### src/rtl/csr_interrupt_unit.sv
// mip/mie/mideleg CSRs, fixed-priority interrupt selection and trap request handshake (IDLE/REQ/HOLD).
// Optional macro IRQ_SYNC_EN inserts 2-flop synchronisers ahead of the interrupt input register.
module csr_interrupt_unit #(
  parameter int          NUM_CUSTOM_IRQ   = 4,
  parameter logic [15:0] CUSTOM_EDGE_MASK = 16'h0000,
  parameter int          ECODE_W          = 5,
  localparam int         CUST_W           = (NUM_CUSTOM_IRQ > 0) ? NUM_CUSTOM_IRQ : 1
) (
  input  logic               clk,
  input  logic               rst_n,
  input  logic               csr_wr_en,
  input  logic [11:0]        csr_addr,
  input  logic [31:0]        csr_wdata,
  output logic [31:0]        csr_rdata,
  input  logic [1:0]         priv_mode,
  input  logic               mstatus_mie,
  input  logic               mstatus_sie,
  input  logic               m_ext_irq,
  input  logic               m_timer_irq,
  input  logic               m_soft_irq,
  input  logic               s_ext_irq,
  input  logic [CUST_W-1:0]  custom_irq,
  output logic               irq_req,
  output logic [ECODE_W-1:0] irq_cause,
  output logic               irq_to_s,
  input  logic               irq_ack
);

  localparam logic [15:0] CUST_IMPL  = 16'((33'h1 << NUM_CUSTOM_IRQ) - 33'h1);
  localparam logic [15:0] CUST_EDGE  = CUSTOM_EDGE_MASK & CUST_IMPL;
  localparam logic [31:0] MIE_MASK   = {CUST_IMPL, 16'h0AAA};
  localparam logic [31:0] DELEG_MASK = 32'h0000_0222;
  localparam logic [1:0]  PRIV_U     = 2'b00;
  localparam logic [1:0]  PRIV_S     = 2'b01;
  localparam logic [1:0]  PRIV_M     = 2'b11;
  localparam int          STD_PRIO [6] = '{11, 3, 7, 9, 1, 5};

  typedef enum logic [1:0] {IDLE, REQ, HOLD} state_e;

  state_e      state_q, state_d;
  logic [4:0]  cause_q, cause_d;
  logic        to_s_q, to_s_d;
  logic [19:0] in_q;
  logic [15:0] edge_q, edge_d;
  logic        ssip_q, ssip_d, stip_q, stip_d, seip_sw_q, seip_sw_d;
  logic [31:0] mie_q, mie_d, deleg_q, deleg_d;

  logic [15:0] cust_raw;
  logic [19:0] line_raw, line_smp;
  logic [15:0] edge_set;
  logic [31:0] mip, takeable;
  logic        m_ok, s_ok, sel_vld;
  logic [4:0]  sel_idx;
  logic        mip_wr, mie_wr, deleg_wr;

  always_comb begin
    cust_raw = '0;
    for (int i = 0; i < NUM_CUSTOM_IRQ; i++) cust_raw[i] = custom_irq[i];
  end

  // {custom[15:0], s_ext, m_soft, m_timer, m_ext}
  assign line_raw = {cust_raw, s_ext_irq, m_soft_irq, m_timer_irq, m_ext_irq};

`ifdef IRQ_SYNC_EN
  logic [19:0] sync1_q, sync2_q;
  always_ff @(posedge clk) begin
    if (!rst_n) begin
      sync1_q <= '0;
      sync2_q <= '0;
    end else begin
      sync1_q <= line_raw;
      sync2_q <= sync1_q;
    end
  end
  assign line_smp = sync2_q;
`else
  assign line_smp = line_raw;
`endif

  assign edge_set = line_smp[19:4] & ~in_q[19:4] & CUST_EDGE;
  assign mip_wr   = csr_wr_en && (csr_addr == 12'h344);
  assign mie_wr   = csr_wr_en && (csr_addr == 12'h304);
  assign deleg_wr = csr_wr_en && (csr_addr == 12'h303);

  always_comb begin
    ssip_d    = ssip_q;
    stip_d    = stip_q;
    seip_sw_d = seip_sw_q;
    edge_d    = edge_q;
    mie_d     = mie_q;
    deleg_d   = deleg_q;
    if (mip_wr) begin
      ssip_d    = csr_wdata[1];
      stip_d    = csr_wdata[5];
      seip_sw_d = csr_wdata[9];
      edge_d    = edge_q & csr_wdata[31:16];
    end
    // a fresh edge overrides a same-cycle software clear
    edge_d = (edge_d | edge_set) & CUST_EDGE;
    if (mie_wr)   mie_d   = csr_wdata & MIE_MASK;
    if (deleg_wr) deleg_d = csr_wdata & DELEG_MASK;
  end

  always_comb begin
    mip         = '0;
    mip[1]      = ssip_q;
    mip[3]      = in_q[2];
    mip[5]      = stip_q;
    mip[7]      = in_q[1];
    mip[9]      = in_q[3] | seip_sw_q;
    mip[11]     = in_q[0];
    mip[31:16]  = ((in_q[19:4] & ~CUST_EDGE) | edge_q) & CUST_IMPL;
  end

  assign m_ok     = (priv_mode != PRIV_M) || mstatus_mie;
  assign s_ok     = (priv_mode == PRIV_U) || ((priv_mode == PRIV_S) && mstatus_sie);
  assign takeable = mip & mie_q & ((deleg_q & {32{s_ok}}) | (~deleg_q & {32{m_ok}}));

  always_comb begin
    sel_vld = 1'b0;
    sel_idx = '0;
    for (int k = 0; k < 6; k++) begin
      if (!sel_vld && takeable[STD_PRIO[k]]) begin
        sel_vld = 1'b1;
        sel_idx = 5'(STD_PRIO[k]);
      end
    end
    for (int i = 16; i < 32; i++) begin
      if (!sel_vld && takeable[i]) begin
        sel_vld = 1'b1;
        sel_idx = 5'(i);
      end
    end
  end

  always_comb begin
    state_d = state_q;
    cause_d = cause_q;
    to_s_d  = to_s_q;
    case (state_q)
      IDLE: if (sel_vld) begin
        state_d = REQ;
        cause_d = sel_idx;
        to_s_d  = deleg_q[sel_idx];
      end
      // withdraw silently if the chosen source stops being takeable before the ack
      REQ: if (irq_ack) state_d = HOLD;
           else if (!takeable[cause_q]) state_d = IDLE;
      HOLD:    state_d = IDLE;
      default: state_d = IDLE;
    endcase
  end

  always_ff @(posedge clk) begin
    if (!rst_n) begin
      state_q   <= IDLE;
      cause_q   <= '0;
      to_s_q    <= 1'b0;
      in_q      <= '0;
      edge_q    <= '0;
      ssip_q    <= 1'b0;
      stip_q    <= 1'b0;
      seip_sw_q <= 1'b0;
      mie_q     <= '0;
      deleg_q   <= '0;
    end else begin
      state_q   <= state_d;
      cause_q   <= cause_d;
      to_s_q    <= to_s_d;
      in_q      <= line_smp;
      edge_q    <= edge_d;
      ssip_q    <= ssip_d;
      stip_q    <= stip_d;
      seip_sw_q <= seip_sw_d;
      mie_q     <= mie_d;
      deleg_q   <= deleg_d;
    end
  end

  always_comb begin
    case (csr_addr)
      12'h303: csr_rdata = deleg_q;
      12'h304: csr_rdata = mie_q;
      12'h344: csr_rdata = mip;
      default: csr_rdata = '0;
    endcase
  end

  assign irq_req   = (state_q == REQ);
  assign irq_cause = ECODE_W'(cause_q);
  assign irq_to_s  = to_s_q;

endmodule

### config.mk
export PLATFORM = sky130hd
export DESIGN_NAME = csr_interrupt_unit
export DESIGN_NICKNAME = d
export VERILOG_FILES = /design/src/rtl/csr_interrupt_unit.sv
export SDC_FILE = /design/constraint.sdc
export NUM_CORES = 1
export LEC_CHECK = 0
export CAP_MARGIN = 15
export CORE_AREA = 2 2 64 78
export DETAILED_ROUTE_END_ITERATION = 12
export DIE_AREA = 0 0 66 80
export HOLD_SLACK_MARGIN = 0.03
export MAX_ROUTING_LAYER = met4
export PLACE_DENSITY = 0.87
export SETUP_SLACK_MARGIN = 0.02
export SLEW_MARGIN = 0
export SYNTH_ARGS = -nofsm -noshare
export SYNTH_HDL_FRONTEND = slang
export SYNTH_SLANG_ARGS = --single-unit
### constraint.sdc
create_clock -name clk -period 3.85 [get_ports clk]
set_clock_uncertainty 0.05 [all_clocks]
set_input_delay 0.77 -clock clk [delete_from_list [all_inputs] [get_ports clk]]
set_output_delay 0.77 -clock clk [all_outputs]
set_load 0.01 [all_outputs]
# Word-level counts from Yosys, hierarchy flattened

Cells that the tools add are included.
Widths: inputs -> output; s select.

Bits in registers: 32
Bits of input ports: 60
Output and inout bits: 39
Logic and storage cells: 131

Reduce and logical (&&, ||, !) cells: 52
Multiplexer cells: 53
Eq/ne operators: 8
Order comparisons: 2
Bitwise operators: 7

Operators by type and width:

| operator             | count |
|---|---|
| $mux 5               | 21 |
| $pmux 20 s3          | 1 |
| $eq 12x10->1 const B | 3 |
| $and 10x32->32       | 1 |
| $and 20x32->32       | 1 |
| $and 32x32->32       | 1 |
| $not 10->32          | 1 |
| $or 32x32->32        | 1 |
| $logic_and 1x1->1    | 25 |
| $mux 1               | 24 |
| $logic_not 1->1      | 21 |
| $and 20x20->20       | 1 |
| $lt 5x6->1 const B   | 2 |
| $bmux 1 s5           | 2 |
| $mux 2               | 3 |
| $eq 2x1->1 const B   | 2 |
| $logic_not 2->1      | 2 |
| $mux 4               | 1 |
| $ne 2x2->1 const B   | 2 |
| $pmux 2 s2           | 1 |
| $reduce_and 2->1     | 2 |
| $ne 3x3->1 const B   | 1 |
| $logic_or 1x1->1     | 2 |
| $or 1x1->1           | 1 |

# Depth between registers and ports, before layout

Word-level depth: 72
Depth in mapped cells: 7
Gate-level depth less buffers: 6

# Least setup slack after synthesis

Ideal clock, no wire load.

Path kind: input to output
Start: input port csr_addr[7]
End: output port csr_rdata[1]
Data arrival time: 1850 ps
Setup slack: 1180 ps
Cell stages on the path: 5
Required time: 3030 ps
Buffers on the path: 0
Cell sequence: nor4bb_1 nand2_1 nor4_2 nand2_1 o21ai_0

Cells in the longest elaborated chain, start to end: 2
Elaborated cells between the ends (all ways): 4

Ends and longest elaborated chain:

| what               | RTL line | source |
|---|---|---|
| start: declaration | 12       | `input logic [11:0] csr_addr,` |
| $eq 12x10->1       | 181      | `case (csr_addr)` |
| $pmux 20 s3 *      | 181      |  |
| end: declaration   | 14       | `output logic [31:0] csr_rdata,` |

Mark *: on every way between the ends. The rest lies on a longest branch, timed or not.

# Worst setup path after layout

Start: input port csr_addr[9]
End: output port csr_rdata[1]

The elaborated chain is that of the path after synthesis.

==> implementation parameters <==
Parameter                              Value

Outcome
  Outcome ... completed

Timing
  Fmax achieved ... 273 MHz
  Shortest clock period the worst path allows after layout ... 3670 ps
  Fin Setup TNS ... 0 ps
  Final max-slew violation count ... 0
  RSZ-0062 raised after global routing ... false
  Final period util ... 0.952
  Endpoints failing setup ... 0
  Endpoints failing hold ... 0

Floorplan
  Number of rows in the core area ... 27
  Die Span Y ... 80 um
  Die X ... 66 um
  Core region area ... 4530 sq um
  Full die area ... 5280 sq um
  Initial standard-cell utilization of the core ... 0.420
  Count of pins on the block boundary ... 99

GRT
  Via count of the first global-routing pass ... 1594
  Wire length of the first global-routing pass ... 6980 um
  GRT Total Usage ... 0.176
  Initial antenna violation count ... 0
  Pin count of the biggest net entering global routing ... 21
  Sum of overflow across all layers after global routing ... 0

Synth
  Post-synthesis cell area ... 1900 sq um
  Synth async-reset ratio ... 0
  Share of the yosys chip area belonging to registers ... 0.337
  Yosys warning count ... 0
  Avg Cell Area, Syn ... 8.59 sq um
  Post-synthesis cell count ... 221
  Distinct cell type count of the synthesized netlist ... 45
  Synthesized flop and latch total ... 32
  Most frequently used flop master after synthesis ... dfxtp_1
  Number of flops mapped to enable cells by yosys ... 0

Cells and area
  Filler Cells Inserted ... 432
  Fraction of the core area covered by cells at the end of the flow ... 0.556
  Area Growth Syn to Fin ... 32.5%
  Finished layout cell area ... 2520 sq um
  Count of placed standard cells in the final layout, fillers left out ... 336
  Fraction of layout instances using a drive strength above 1 ... 0.0791
  Final nets ... 337
  Antenna diode instance count ... 0

Power
  Leak ... 0.937 nW
  Worst-case vdd ir drop ... 0.240 mV
  Power consumption ... 679 uW
  Power density cells ... 270 nW/um^2

Critical path
  Setup crit end kind ... output pin
  Critical path data required time ... 3030 ps
  Worst R2R End ... irq_cause[1]$_SDFFE_PN0P_
  Number of cells on the worst reg-to-reg path ... 6
  Worst path arrival time ... 2850 ps
  Critical path launch point ... csr_addr[9]
  End point of the critical path ... csr_rdata[1]
  Critical path, cell by cell ... clkdlybuf4s50_1 -> nor4bb_1 -> nand2_1 -> nor4_2 -> buf_4 -> nand2_1 -> o21ai_0 -> clkdlybuf4s50_1
  Critical path class ... in2out
  Setup slack of the most critical reg-to-reg path ... 1920 ps
  Max stage delay cell, worst path ... clkdlybuf4s50_1
  Worst path max stage delay ... 570 ps
  Launching element type of the critical path ... primary input
  Largest driver fanout on the critical path ... 7
  Worst r2r src ... seip_sw_q$_SDFFE_PN0P_

Detailed routing
  Detailed-route via count ... 1692
  Total Wirelength ... 4310 um
  DRC viols ... 0
  Via density ... 5.04
  WL per Instance ... 12.8 um
  Count of TritonRoute iterations in the first routing pass ... 4
  Starting DRT DRC Count ... 58
  ANT nets after route ... 0

Place
  Port Buf Inserts ... 54
  Global placement routability congestion ... 0.862
  Placed Area ... 2430 sq um
  HPWL after DPL ... 3350 um
  Placed instance count ... 328

Clock tree
  Source-to-sink clock delay at the later pin of the worst-skew pair ... 290 ps
  H-tree Lvls ... 2
  Maximum buffer depth of the clock tree ... 2
  Cell chosen for the clock root ... clkbuf_8
  TritonCTS clock tree ... built
  CTS-repair resized insts ... 0
  CTS Buf Count ... 5
  CTS sink cnt ... 32
  Clock transition at the registers of the reported paths ... 60 ps
  Number of buffers added for setup after CTS ... 0
  Hold-fix buffers at CTS ... 0

Run
  Max_cap viols ... 0

Min path
  Classification of the worst-slack hold path ... reg2reg
==> worst min path at each step <==
stage,start,endpoint,cells past startpoint
after detailed placement,irq_to_s$_SDFFE_PN0P_,irq_to_s$_SDFFE_PN0P_,2
after CTS,irq_to_s$_SDFFE_PN0P_,irq_to_s$_SDFFE_PN0P_,2
after global placement,irq_to_s$_SDFFE_PN0P_,irq_to_s$_SDFFE_PN0P_,2
after floorplan,deleg_q[9]$_SDFFE_PN0P_,deleg_q[9]$_SDFFE_PN0P_,2
after global routing,irq_to_s$_SDFFE_PN0P_,irq_to_s$_SDFFE_PN0P_,2
final,irq_to_s$_SDFFE_PN0P_,irq_to_s$_SDFFE_PN0P_,2
==> worst max-delay path: cells and delay by family <==
kind	cells	cell delay, ps
simple gates	4	780
buf+inv	3	1200
compound gates	1	90
==> routing by layer <==
layer	GRT usage	part of all wire	vias to the layer above	routed length, um
li1	-	-	848	-
met1	0.191	0.42	777	1800
met2	0.301	0.51	59	2190
met3	0.0494	0.055	8	236
met4	0.0694	0.020	0	88
met5	-	0	-	0
==> cells in the final DEF, fill, tap and decap left out, types with 2 or more instances in the layout <==
| cell type | count |
|---|---|
| o22ai_1 | 2 |
| and3_1 | 2 |
| and2_2 | 2 |
| a22o_2 | 2 |
| a22oi_1 | 2 |
| or3_1 | 3 |
| or4b_2 | 2 |
| a21oi_1 | 3 |
| o211ai_1 | 2 |
| clkdlybuf4s50_1 | 54 |
| conb_1 | 22 |
| nor2_1 | 16 |
| inv_1 | 3 |
| nor3_1 | 2 |
| and2_1 | 8 |
| a211oi_1 | 2 |
| nor2b_1 | 19 |
| buf_4 | 5 |
| and3b_1 | 2 |
| mux2i_1 | 25 |
| clkbuf_1 | 2 |
| a21boi_0 | 3 |
| clkbuf_8 | 6 |
| nand2_1 | 19 |
| o21ai_0 | 9 |
| nand4_1 | 3 |
| nand3_1 | 9 |
| dfxtp_1 | 32 |
==> state kept, by name, summed over array words and instances, names as in the netlist <==
signal     count
deleg_q        3
in_q           8
irq_cause      5
irq_to_s       1
mie_q         10
seip_sw_q      1
ssip_q         1
state_q        2
stip_q         1
==> layout make-up <==
class / count / area, sq um / area share
multi-input combinational: 176 / 1120 / 0.447
sequential: 32 / 641 / 0.255
timing repair buffer: 59 / 578 / 0.230
clock buffer: 8 / 90.1 / 0.0358
tap: 58 / 72.6 / 0.0288
inverter: 3 / 11.3 / 0.00448
==> stage by stage <==
step	worst slack [ps]	hold slack, ps
after floorplan	1180	429
after global placement	245	412
after detailed placement	186	419
after CTS	192	428
after global routing	61.7	459
final	183	425
==> synthesized netlist by cell type (3+ instances only) <==
library cell	count	share of area
nand3_1	9	0.024
mux2i_1	25	0.13
clkbuf_1	6	0.012
nor3_1	3	0.0079
o21ai_0	9	0.024
nor2_1	16	0.032
a21boi_0	3	0.012
inv_1	3	0.0059
dfxtp_1	32	0.34
and2_1	8	0.026
a21oi_1	3	0.0079
nand2_1	19	0.038
or3_1	3	0.0099
buf_4	22	0.087
nor2b_1	19	0.063
nand4_1	3	0.0099
==> report_power, final <==
group | switching, mW | internal, mW
clock | 0.119 | 0.146
combinational | 0.0314 | 0.0448
sequential | 0.00317 | 0.336
==> cell families after synthesis <==
family | count (synthesis) | share of synthesized area
and+or+nand+nor | 93 | 0.267
AOI/OAI and AO/OA | 36 | 0.146
buffers and inverters | 34 | 0.115
DFF | 32 | 0.337
muxes | 25 | 0.132
other | 1 | 0.00197
No activity file was read; power rests on OpenSTA's default activity.
